File: src/rtl/cl_sde_sched_pkg.sv
// Shared types and register map for the SDE image scheduler.
// No logic; states, CSR offsets, STATUS bit positions and the unmapped-read value.
package cl_sde_sched_pkg;

    typedef enum logic [1:0] {
        ST_IDLE   = 2'd0,
        ST_WAIT   = 2'd1,
        ST_STREAM = 2'd2,
        ST_DRAIN  = 2'd3
    } sched_state_e;

    localparam logic [7:0] REG_CTRL         = 8'h00;
    localparam logic [7:0] REG_IMG_LIMIT    = 8'h04;
    localparam logic [7:0] REG_STATUS       = 8'h08;
    localparam logic [7:0] REG_IMGS_STARTED = 8'h0C;
    localparam logic [7:0] REG_IMGS_DONE    = 8'h10;
    localparam logic [7:0] REG_STALL_CYC    = 8'h14;

    localparam int CTRL_EN_BIT        = 0;
    localparam int CTRL_CLR_BIT       = 1;
    localparam int STS_DONE_BIT       = 2;
    localparam int STS_CREDIT_ERR_BIT = 3;
    localparam int STS_RESULT_ERR_BIT = 4;

    localparam logic [31:0] RD_DEFAULT = 32'hDEADBEEF;

endpackage

File: src/rtl/cl_sde_img_sched_if.sv
// 32-bit cfg register bus; the host drives strobes, the scheduler answers with a
// one-cycle ack one clock later. No backpressure: the host never issues back-to-back strobes.
interface cl_sde_img_sched_if;
    logic [7:0]  cfg_addr;
    logic        cfg_wr;
    logic        cfg_rd;
    logic [31:0] cfg_wdata;
    logic        cfg_ack;
    logic [31:0] cfg_rdata;

    modport master (output cfg_addr, cfg_wr, cfg_rd, cfg_wdata, input cfg_ack, cfg_rdata);
    modport slave  (input cfg_addr, cfg_wr, cfg_rd, cfg_wdata, output cfg_ack, cfg_rdata);
endinterface

File: src/rtl/cl_sde_sched_csr.sv
// Scheduler CSR block: decode, ack/rdata, sticky status bits, 32-bit event counters; 1-cycle ack.
// Never stalls the bus; writes land at the ack cycle, reads return state from the strobe cycle.
module cl_sde_sched_csr
    import cl_sde_sched_pkg::*;
(
    input  logic                     clk,
    input  logic                     rst_n,
    cl_sde_img_sched_if.slave        cfg,
    input  sched_state_e             state,
    input  logic [7:0]               credits,
    input  logic [7:0]               outstanding,
    input  logic                     img_grant,
    input  logic                     res_valid,
    input  logic                     stall,
    input  logic                     done_set,
    input  logic                     done_clr,
    input  logic                     credit_err_set,
    input  logic                     result_err_set,
    output logic                     enable,
    output logic [31:0]              img_limit,
    output logic [31:0]              imgs_started
);
    logic [31:0] imgs_done;
    logic [31:0] stall_cyc;
    logic        done;
    logic        credit_err;
    logic        result_err;
    logic        wr_ctrl;
    logic        wr_limit;
    logic        wr_status;
    logic        clr_cnt;
    logic [31:0] status;
    logic [31:0] rd_mux;

    assign wr_ctrl   = cfg.cfg_wr && (cfg.cfg_addr == REG_CTRL);
    assign wr_limit  = cfg.cfg_wr && (cfg.cfg_addr == REG_IMG_LIMIT);
    assign wr_status = cfg.cfg_wr && (cfg.cfg_addr == REG_STATUS);
    assign clr_cnt   = wr_ctrl && cfg.cfg_wdata[CTRL_CLR_BIT];

    assign status = {8'h00, outstanding, credits, 3'b000, result_err, credit_err, done, state};

    always_comb begin
        rd_mux = RD_DEFAULT;
        case (cfg.cfg_addr)
            REG_CTRL:         rd_mux = {31'b0, enable};
            REG_IMG_LIMIT:    rd_mux = img_limit;
            REG_STATUS:       rd_mux = status;
            REG_IMGS_STARTED: rd_mux = imgs_started;
            REG_IMGS_DONE:    rd_mux = imgs_done;
            REG_STALL_CYC:    rd_mux = stall_cyc;
            default:          rd_mux = RD_DEFAULT;
        endcase
    end

    // Sticky bits: a hardware set in the same cycle as a software clear wins.
    always_ff @(posedge clk or negedge rst_n) begin
        if (!rst_n) begin
            cfg.cfg_ack   <= 1'b0;
            cfg.cfg_rdata <= 32'h0;
            enable        <= 1'b0;
            img_limit     <= 32'h0;
            done          <= 1'b0;
            credit_err    <= 1'b0;
            result_err    <= 1'b0;
            imgs_started  <= 32'h0;
            imgs_done     <= 32'h0;
            stall_cyc     <= 32'h0;
        end else begin
            cfg.cfg_ack <= cfg.cfg_wr | cfg.cfg_rd;
            if (cfg.cfg_rd) cfg.cfg_rdata <= rd_mux;
            if (wr_ctrl)    enable        <= cfg.cfg_wdata[CTRL_EN_BIT];
            if (wr_limit)   img_limit     <= cfg.cfg_wdata;

            done       <= done_set | (done & ~done_clr &
                          ~(wr_status & cfg.cfg_wdata[STS_DONE_BIT]));
            credit_err <= credit_err_set | (credit_err &
                          ~(wr_status & cfg.cfg_wdata[STS_CREDIT_ERR_BIT]));
            result_err <= result_err_set | (result_err &
                          ~(wr_status & cfg.cfg_wdata[STS_RESULT_ERR_BIT]));

            if (clr_cnt) begin
                imgs_started <= 32'h0;
                imgs_done    <= 32'h0;
                stall_cyc    <= 32'h0;
            end else begin
                if (img_grant) imgs_started <= imgs_started + 32'd1;
                if (res_valid) imgs_done    <= imgs_done + 32'd1;
                if (stall)     stall_cyc    <= stall_cyc + 32'd1;
            end
        end
    end

endmodule

File: src/rtl/cl_sde_img_sched.sv
// Frame scheduler: grants a whole image once buffered and an output slot is free; grant->stream 1 cycle.
// Input side stalls on !inp_valid without truncating; output side is credit-limited to OUT_CREDITS.
module cl_sde_img_sched
    import cl_sde_sched_pkg::*;
#(
    parameter int BEATS_PER_IMG = 1024,
    parameter int OUT_CREDITS   = 16,
    parameter int LVL_W         = 16
) (
    input  logic                 clk,
    input  logic                 rst_n,
    cl_sde_img_sched_if.slave    cfg,
    input  logic [LVL_W-1:0]     inp_level,
    input  logic                 inp_valid,
    output logic                 inp_rd_en,
    input  logic                 res_valid,
    input  logic                 out_pop,
    output logic                 img_start,
    output logic                 img_last,
    output logic                 busy
);
    localparam int              BCW       = (BEATS_PER_IMG > 1) ? $clog2(BEATS_PER_IMG) : 1;
    localparam logic [BCW-1:0]  BEAT_LAST = BCW'(BEATS_PER_IMG - 1);
    localparam logic [7:0]      CRED_MAX  = 8'(OUT_CREDITS);
    localparam logic [31:0]     IMG_BEATS = 32'(BEATS_PER_IMG);

    sched_state_e   state_q, state_d;
    logic [BCW-1:0] beat_cnt_q;
    logic [7:0]     credits_q;
    logic [7:0]     outstanding_q;
    logic           enable;
    logic [31:0]    img_limit;
    logic [31:0]    imgs_started;
    logic           grant;
    logic           beat;
    logic           beat_last;
    logic           level_ok;
    logic           limit_hit;
    logic           done_set;
    logic           done_clr;
    logic           pop_ok;
    logic           res_ok;

    assign inp_rd_en = (state_q == ST_STREAM);
    assign busy      = (state_q != ST_IDLE);
    assign beat      = inp_rd_en & inp_valid;
    assign beat_last = beat && (beat_cnt_q == '0);
    assign level_ok  = 32'(inp_level) >= IMG_BEATS;
    assign limit_hit = (img_limit != 32'h0) && (imgs_started >= img_limit);

    always_comb begin
        state_d  = state_q;
        grant    = 1'b0;
        done_set = 1'b0;
        done_clr = 1'b0;
        case (state_q)
            ST_IDLE: if (enable) begin
                state_d  = ST_WAIT;
                done_clr = 1'b1;
            end
            ST_WAIT: begin
                if (!enable || limit_hit) begin
                    state_d = ST_DRAIN;
                end else if (level_ok && (credits_q != 8'd0)) begin
                    state_d = ST_STREAM;
                    grant   = 1'b1;
                end
            end
            ST_STREAM: if (beat_last) state_d = ST_WAIT;
            ST_DRAIN: if (outstanding_q == 8'd0) begin
                state_d  = ST_IDLE;
                done_set = 1'b1;
            end
            default: state_d = ST_IDLE;
        endcase
    end

    // A pop or result that finds its counter at the limit is an error unless a
    // grant in the same cycle makes room for it.
    assign pop_ok = out_pop & ((credits_q != CRED_MAX) | grant);
    assign res_ok = res_valid & ((outstanding_q != 8'd0) | grant);

    always_ff @(posedge clk or negedge rst_n) begin
        if (!rst_n) begin
            state_q       <= ST_IDLE;
            beat_cnt_q    <= '0;
            credits_q     <= CRED_MAX;
            outstanding_q <= 8'd0;
            img_start     <= 1'b0;
            img_last      <= 1'b0;
        end else begin
            state_q   <= state_d;
            img_start <= grant;
            img_last  <= beat_last;
            if (grant)     beat_cnt_q <= BEAT_LAST;
            else if (beat) beat_cnt_q <= beat_cnt_q - 1'b1;
            credits_q     <= credits_q - {7'b0, grant} + {7'b0, pop_ok};
            outstanding_q <= outstanding_q + {7'b0, grant} - {7'b0, res_ok};
        end
    end

    cl_sde_sched_csr u_csr (
        .clk            (clk),
        .rst_n          (rst_n),
        .cfg            (cfg),
        .state          (state_q),
        .credits        (credits_q),
        .outstanding    (outstanding_q),
        .img_grant      (grant),
        .res_valid      (res_valid),
        .stall          (inp_rd_en & ~inp_valid),
        .done_set       (done_set),
        .done_clr       (done_clr),
        .credit_err_set (out_pop & ~pop_ok),
        .result_err_set (res_valid & ~res_ok),
        .enable         (enable),
        .img_limit      (img_limit),
        .imgs_started   (imgs_started)
    );

endmodule

File: src/flat_wrapper.sv
// flat-port wrapper written by rule: the top's interface ports become plain ports
module cl_sde_img_sched_flat import cl_sde_sched_pkg::*;
#(
    parameter int BEATS_PER_IMG = 1024,
    parameter int OUT_CREDITS   = 16,
    parameter int LVL_W         = 16
)
  (clk, rst_n, inp_level, inp_valid, inp_rd_en, res_valid, out_pop, img_start, img_last, busy, cfg_cfg_addr, cfg_cfg_wr, cfg_cfg_rd, cfg_cfg_wdata, cfg_cfg_ack, cfg_cfg_rdata);
  cl_sde_img_sched_if cfg_i ();
  input  logic clk;
  input  logic rst_n;
  input  logic [LVL_W-1:0] inp_level;
  input  logic inp_valid;
  output logic inp_rd_en;
  input  logic res_valid;
  input  logic out_pop;
  output logic img_start;
  output logic img_last;
  output logic busy;
  input wire logic [$bits(cfg_i.cfg_addr)-1:0] cfg_cfg_addr;
  input wire logic [$bits(cfg_i.cfg_wr)-1:0] cfg_cfg_wr;
  input wire logic [$bits(cfg_i.cfg_rd)-1:0] cfg_cfg_rd;
  input wire logic [$bits(cfg_i.cfg_wdata)-1:0] cfg_cfg_wdata;
  output wire logic [$bits(cfg_i.cfg_ack)-1:0] cfg_cfg_ack;
  output wire logic [$bits(cfg_i.cfg_rdata)-1:0] cfg_cfg_rdata;
  assign cfg_i.cfg_addr = cfg_cfg_addr;
  assign cfg_i.cfg_wr = cfg_cfg_wr;
  assign cfg_i.cfg_rd = cfg_cfg_rd;
  assign cfg_i.cfg_wdata = cfg_cfg_wdata;
  assign cfg_cfg_ack = cfg_i.cfg_ack;
  assign cfg_cfg_rdata = cfg_i.cfg_rdata;
  cl_sde_img_sched #(.BEATS_PER_IMG(BEATS_PER_IMG), .OUT_CREDITS(OUT_CREDITS), .LVL_W(LVL_W)) u_core (.clk(clk), .rst_n(rst_n), .cfg(cfg_i), .inp_level(inp_level), .inp_valid(inp_valid), .inp_rd_en(inp_rd_en), .res_valid(res_valid), .out_pop(out_pop), .img_start(img_start), .img_last(img_last), .busy(busy));
endmodule
File: config.mk
export PLATFORM = sky130hd
export DESIGN_NAME = cl_sde_img_sched_flat
export DESIGN_NICKNAME = d
export VERILOG_FILES = /design/src/rtl/cl_sde_sched_pkg.sv /design/src/rtl/cl_sde_img_sched_if.sv /design/src/rtl/cl_sde_sched_csr.sv /design/src/rtl/cl_sde_img_sched.sv /design/src/flat_wrapper.sv
export SDC_FILE = /design/constraint.sdc
export NUM_CORES = 1
export LEC_CHECK = 0
export BUFFER_PORTS_ARGS = -buffer_cell sky130_fd_sc_hd__buf_2
export CAP_MARGIN = 20
export CORE_ASPECT_RATIO = 0.6
export CORE_MARGIN = 1
export CORE_UTILIZATION = 55
export CTS_CLUSTER_DIAMETER = 50
export DETAILED_ROUTE_END_ITERATION = 6
export HOLD_SLACK_MARGIN = 0.05
export PLACE_DENSITY = 0.76
export SLEW_MARGIN = 20
export SYNTH_ARGS = -nofsm -noshare
export SYNTH_HDL_FRONTEND = slang
export SYNTH_SLANG_ARGS = --single-unit
File: constraint.sdc
create_clock -name clk -period 6.65 [get_ports clk]
set_input_delay 0.665 -clock clk [delete_from_list [all_inputs] [get_ports clk]]
set_output_delay 0.665 -clock clk [all_outputs]
set_load 0.05 [all_outputs]
==> run summary <==
Detailed placement finished with a half-perimeter wire length of 23,100 um. The met3 track utilization from global routing is 0.0824, and the sequential standard cell area is 0.00488 mm2. Height of the die: 115 um.

The flip-flop and latch count after synthesis was 195. Yosys mapped the design onto 79 distinct sky130hd cell types. After clock tree synthesis, the setup repair step added 0 buffers. Counting instances in the post-synthesis netlist gives the leading cell types as sky130_fd_sc_hd__dfrtp_1, sky130_fd_sc_hd__nand2_1, sky130_fd_sc_hd__nor2_1, sky130_fd_sc_hd__inv_1, sky130_fd_sc_hd__a21oi_1.

STA puts the critical path data arrival time at 5470 ps. The maximum number of pins on one net before global-route repair is 119. The startpoint of the lowest-slack register-to-register path is u_core.u_csr.img_limit[30]. The count of input and output buffers came out at 89. The number of flops mapped to enable cells by yosys was 0. Timing analysis after detailed placement gives a worst setup slack of 1680 ps. The starting utilization of the core area was 0.573. The met2 global-route usage is 0.420.

The tools report the cell leakage power as 5.69 nW. The share of layout cells above drive strength 1 works out to 0.150. The H-tree was split into 4 levels. For this block, the via count after detailed routing is 9,699. The part of the cycle the worst path needs was 0.772.

The met1 demand-to-capacity share in global routing is 0.469, and the number of pins with negative max-slew slack in the final report is 0. The tree is rooted in a sky130_fd_sc_hd__clkbuf_16. In the post-synthesis netlist, the cell with the most instances is sky130_fd_sc_hd__dfrtp_1. For the final routed database, the setup TNS stands at 0 ps. The logs give 0.0218 mm2 for the floorplan die area and 0.0204 mm2 for the floorplan core area. The fraction of registers with async set/reset is 1.00, and the initial detailed-routing violation count is 1,173.

The ratio of routed vias to standard cells was 6.22; the via count of the first global-routing pass was 9,106. Number of top-level pins: 100. The worst min-delay path category was in -> async. The number of antenna diodes in the final layout is 0.

In the final design database the tool counted 1,398 nets. At the pin with the least slew margin, the transition time is 1090 ps. The mapped netlist covers 0.0117 mm2. Counting the fill cells in the layout gives 1,677.

Once routing completed, OpenROAD measured the worst setup slack at 1520 ps. For the routability congestion estimate from global placement, the log shows 0.921. Summing all multi-input logic gate instances after layout gives 0.00619 mm2. The first-pass iteration count of the detailed router came out at 5. The post-synthesis cell type with the largest combined area is sky130_fd_sc_hd__dfrtp_1. Type of origin of the critical path: a flip-flop. After routing the design area is 0.0128 mm2. Clock-pin slew was measured on the worst setup and hold paths at 70 ps. The clock reaches the later pin of the worst-skew pair after 450 ps. The critical path launch point was u_core.u_csr.img_limit[30]. The final layout contains routed wiring with a total length of 31,800 um. The detail-routed net length per standard cell is 20.4 um, and the post-synthesis area per instance is 9.57 um2.

The total of warnings raised by yosys was 0. Largest buffer count on any clock path: 2. The tools report the post-route core utilization as 0.629.

The floorplan step set the die width to 190 um. IR analysis of the VDD net gives a maximum drop of 0.000254 V. The remaining design rule violation count was 0. The share of Yosys cell area claimed by the top area cell type was 0.416; the worst clock skew was 9.09 ps. Counting every sink on the clock net gives 195.

The flow ran to the end, and the final reports show no timing, DRC or antenna violations. Derived from the worst setup path, the maximum achievable clock frequency is 195 MHz. The placed instance area is 0.0122 mm2.

Worst-case headroom to the max-slew limit: 0.268. The final number of hold-violating endpoints is 0. The power density over cell area came out at 273 mW/mm2. On the final layout, the worst hold slack is 327 ps.

After synthesis, the cell types taking the most area are sky130_fd_sc_hd__dfrtp_1, sky130_fd_sc_hd__ha_1, sky130_fd_sc_hd__mux2i_1. TritonCTS built the clock tree. The count of nets left with antenna violations once routing finished came out at 0. The first global-routing pass estimated 50,700 um of wire. The layer flagged by global routing as most heavily used is met1. Setup slack on the worst reg-to-reg path comes out at 1520 ps. Summed over all layers, the global routing overflow is 0.

The initial antenna violation count came out at 0. Along the worst path, the maximum fanout reaches 16. Across the run, the number of max-cap violations was 0. The tools report the capturing element type of the critical path as a flip-flop. The floorplan has 40 rows. The critical path required time was 6990 ps.

Compared with the post-synthesis result, the final layout area differs by 9.73%. For this run, the leading register cell type out of synthesis is sky130_fd_sc_hd__dfrtp_1. Buffers inserted to repair hold after CTS numbered 0. Setup repair after global routing left no endpoint under its margin. The run gives 0.418 as the part of the Yosys area used for sequential elements. The kind of critical path was reg -> reg. The worst path in the final design needs a cycle of 5130 ps, including I/O delays and setup. Counting every net in the synthesized netlist gives 1,342. Synthesis produced 1,219 cells. The logs give 0 for the quantity of gates resized following cts and 0.306 for the global router's overall resource usage.

Clock buffer count from CTS: 17. Setup violations remaining at the end of the flow were counted as 0.
[sequential cells by signal, summed over array words and instances (netlist names)]
name and cells:
u_core.credits_q 8, u_core.outstanding_q 8, u_core.u_csr.cfg.cfg_rdata 32, u_core.u_csr.imgs_done 32
u_core.u_csr.stall_cyc 32, u_core.u_csr.credit_err 1, u_core.u_csr.result_err 1, u_core.u_csr.done 1
u_core.u_csr.cfg.cfg_ack 1, u_core.img_last 1, u_core.u_csr.imgs_started 32, u_core.u_csr.img_limit 32
u_core.img_start 1, u_core.state_q 2, u_core.u_csr.enable 1, u_core.beat_cnt_q 10
[worst paths after layout]
| path | to | cells after the start |
|---|---|---|
| worst max-delay path | u_core.credits_q[6] | 19 |
| worst min-delay path | u_core.state_q[1] | 1 |
| worst max register to register | u_core.credits_q[6] | 19 |
| worst min register to register | u_core.u_csr.cfg.cfg_rdata[10] | 1 |
| max in group asynchronous | u_core.u_csr.stall_cyc[12] | 2 |
| min in group clk | u_core.u_csr.img_limit[16] | 2 |
[layout by cell type, fill, tap and decap left out, types with 29 or more instances in the layout]
master,n
sky130_fd_sc_hd__dfrtp_1,194
sky130_fd_sc_hd__xor2_1,29
sky130_fd_sc_hd__a21oi_1,62
sky130_fd_sc_hd__nand2_1,110
sky130_fd_sc_hd__buf_2,88
sky130_fd_sc_hd__inv_1,82
sky130_fd_sc_hd__mux2_2,39
sky130_fd_sc_hd__xnor2_1,44
sky130_fd_sc_hd__nor3_1,34
sky130_fd_sc_hd__ha_1,58
sky130_fd_sc_hd__nor2_1,110
sky130_fd_sc_hd__nand3_1,42
sky130_fd_sc_hd__nand4_1,32
sky130_fd_sc_hd__mux2i_1,53
[routing by layer]
metal  vias to the layer above  part of all wire
met1                      4763              0.47
li1                       4433                 -
met2                       448              0.41
met4                         0             0.017
met3                        55              0.10
met5                         -                 0
[critical path: stages (launching register included)]
cell	delay, ps
sky130_fd_sc_hd__dfrtp_1	490
sky130_fd_sc_hd__inv_1	70
sky130_fd_sc_hd__ha_1	290
sky130_fd_sc_hd__nand4_1	140
sky130_fd_sc_hd__nor4_1	690
sky130_fd_sc_hd__nand2_1	220
sky130_fd_sc_hd__a311o_1	460
sky130_fd_sc_hd__nand3_1	590
sky130_fd_sc_hd__inv_1	260
sky130_fd_sc_hd__ha_1	360
sky130_fd_sc_hd__inv_1	60
sky130_fd_sc_hd__ha_1	170
sky130_fd_sc_hd__inv_1	60
sky130_fd_sc_hd__fa_1	390
sky130_fd_sc_hd__nand2b_1	160
sky130_fd_sc_hd__a21oi_1	170
sky130_fd_sc_hd__o21ai_0	100
sky130_fd_sc_hd__a21oi_1	160
sky130_fd_sc_hd__nor2_1	70
sky130_fd_sc_hd__xnor2_1	130
[power by group]
part / switching, mW / internal (mW)
clock network: 0.460 / 0.546
registers: 0.173 / 1.34
logic: 0.573 / 0.404
total: 1.21 / 2.30
[final cells by class]
cell class / instances / share of cell area
Inverter: 83 / 0.0243
Clock buffer: 24 / 0.0376
Sequential cell: 195 / 0.381
Clock inverter: 7 / 0.00577
Tap cell: 273 / 0.0267
Timing Repair Buffer: 98 / 0.0410
Multi-Input combinational cell: 880 / 0.483
[cells by family (layout without fill, tap and decap cells)]
group	Yosys count	in the layout	synth area share
AOI/OAI and AO/OA	182	182	0.106
xor gates and xnor gates	73	73	0.0548
adders and majority gates	60	60	0.0656
buffers and inverters	144	212	0.0536
DFF	195	195	0.418
muxes	97	97	0.0879
and+or+nand+nor	468	468	0.214
[through the flow]
stage | total power [mW] | instances
6_report | 3.50 | 1560
5_1_grt | 3.69 | 1560
4_1_cts | 3.50 | 1560
3_5_place_dp | 2.49 | 1529
3_3_place_gp | 2.44 | 1529
2_1_floorplan | 2.21 | 1219
(Power assumes the default switching activity.)
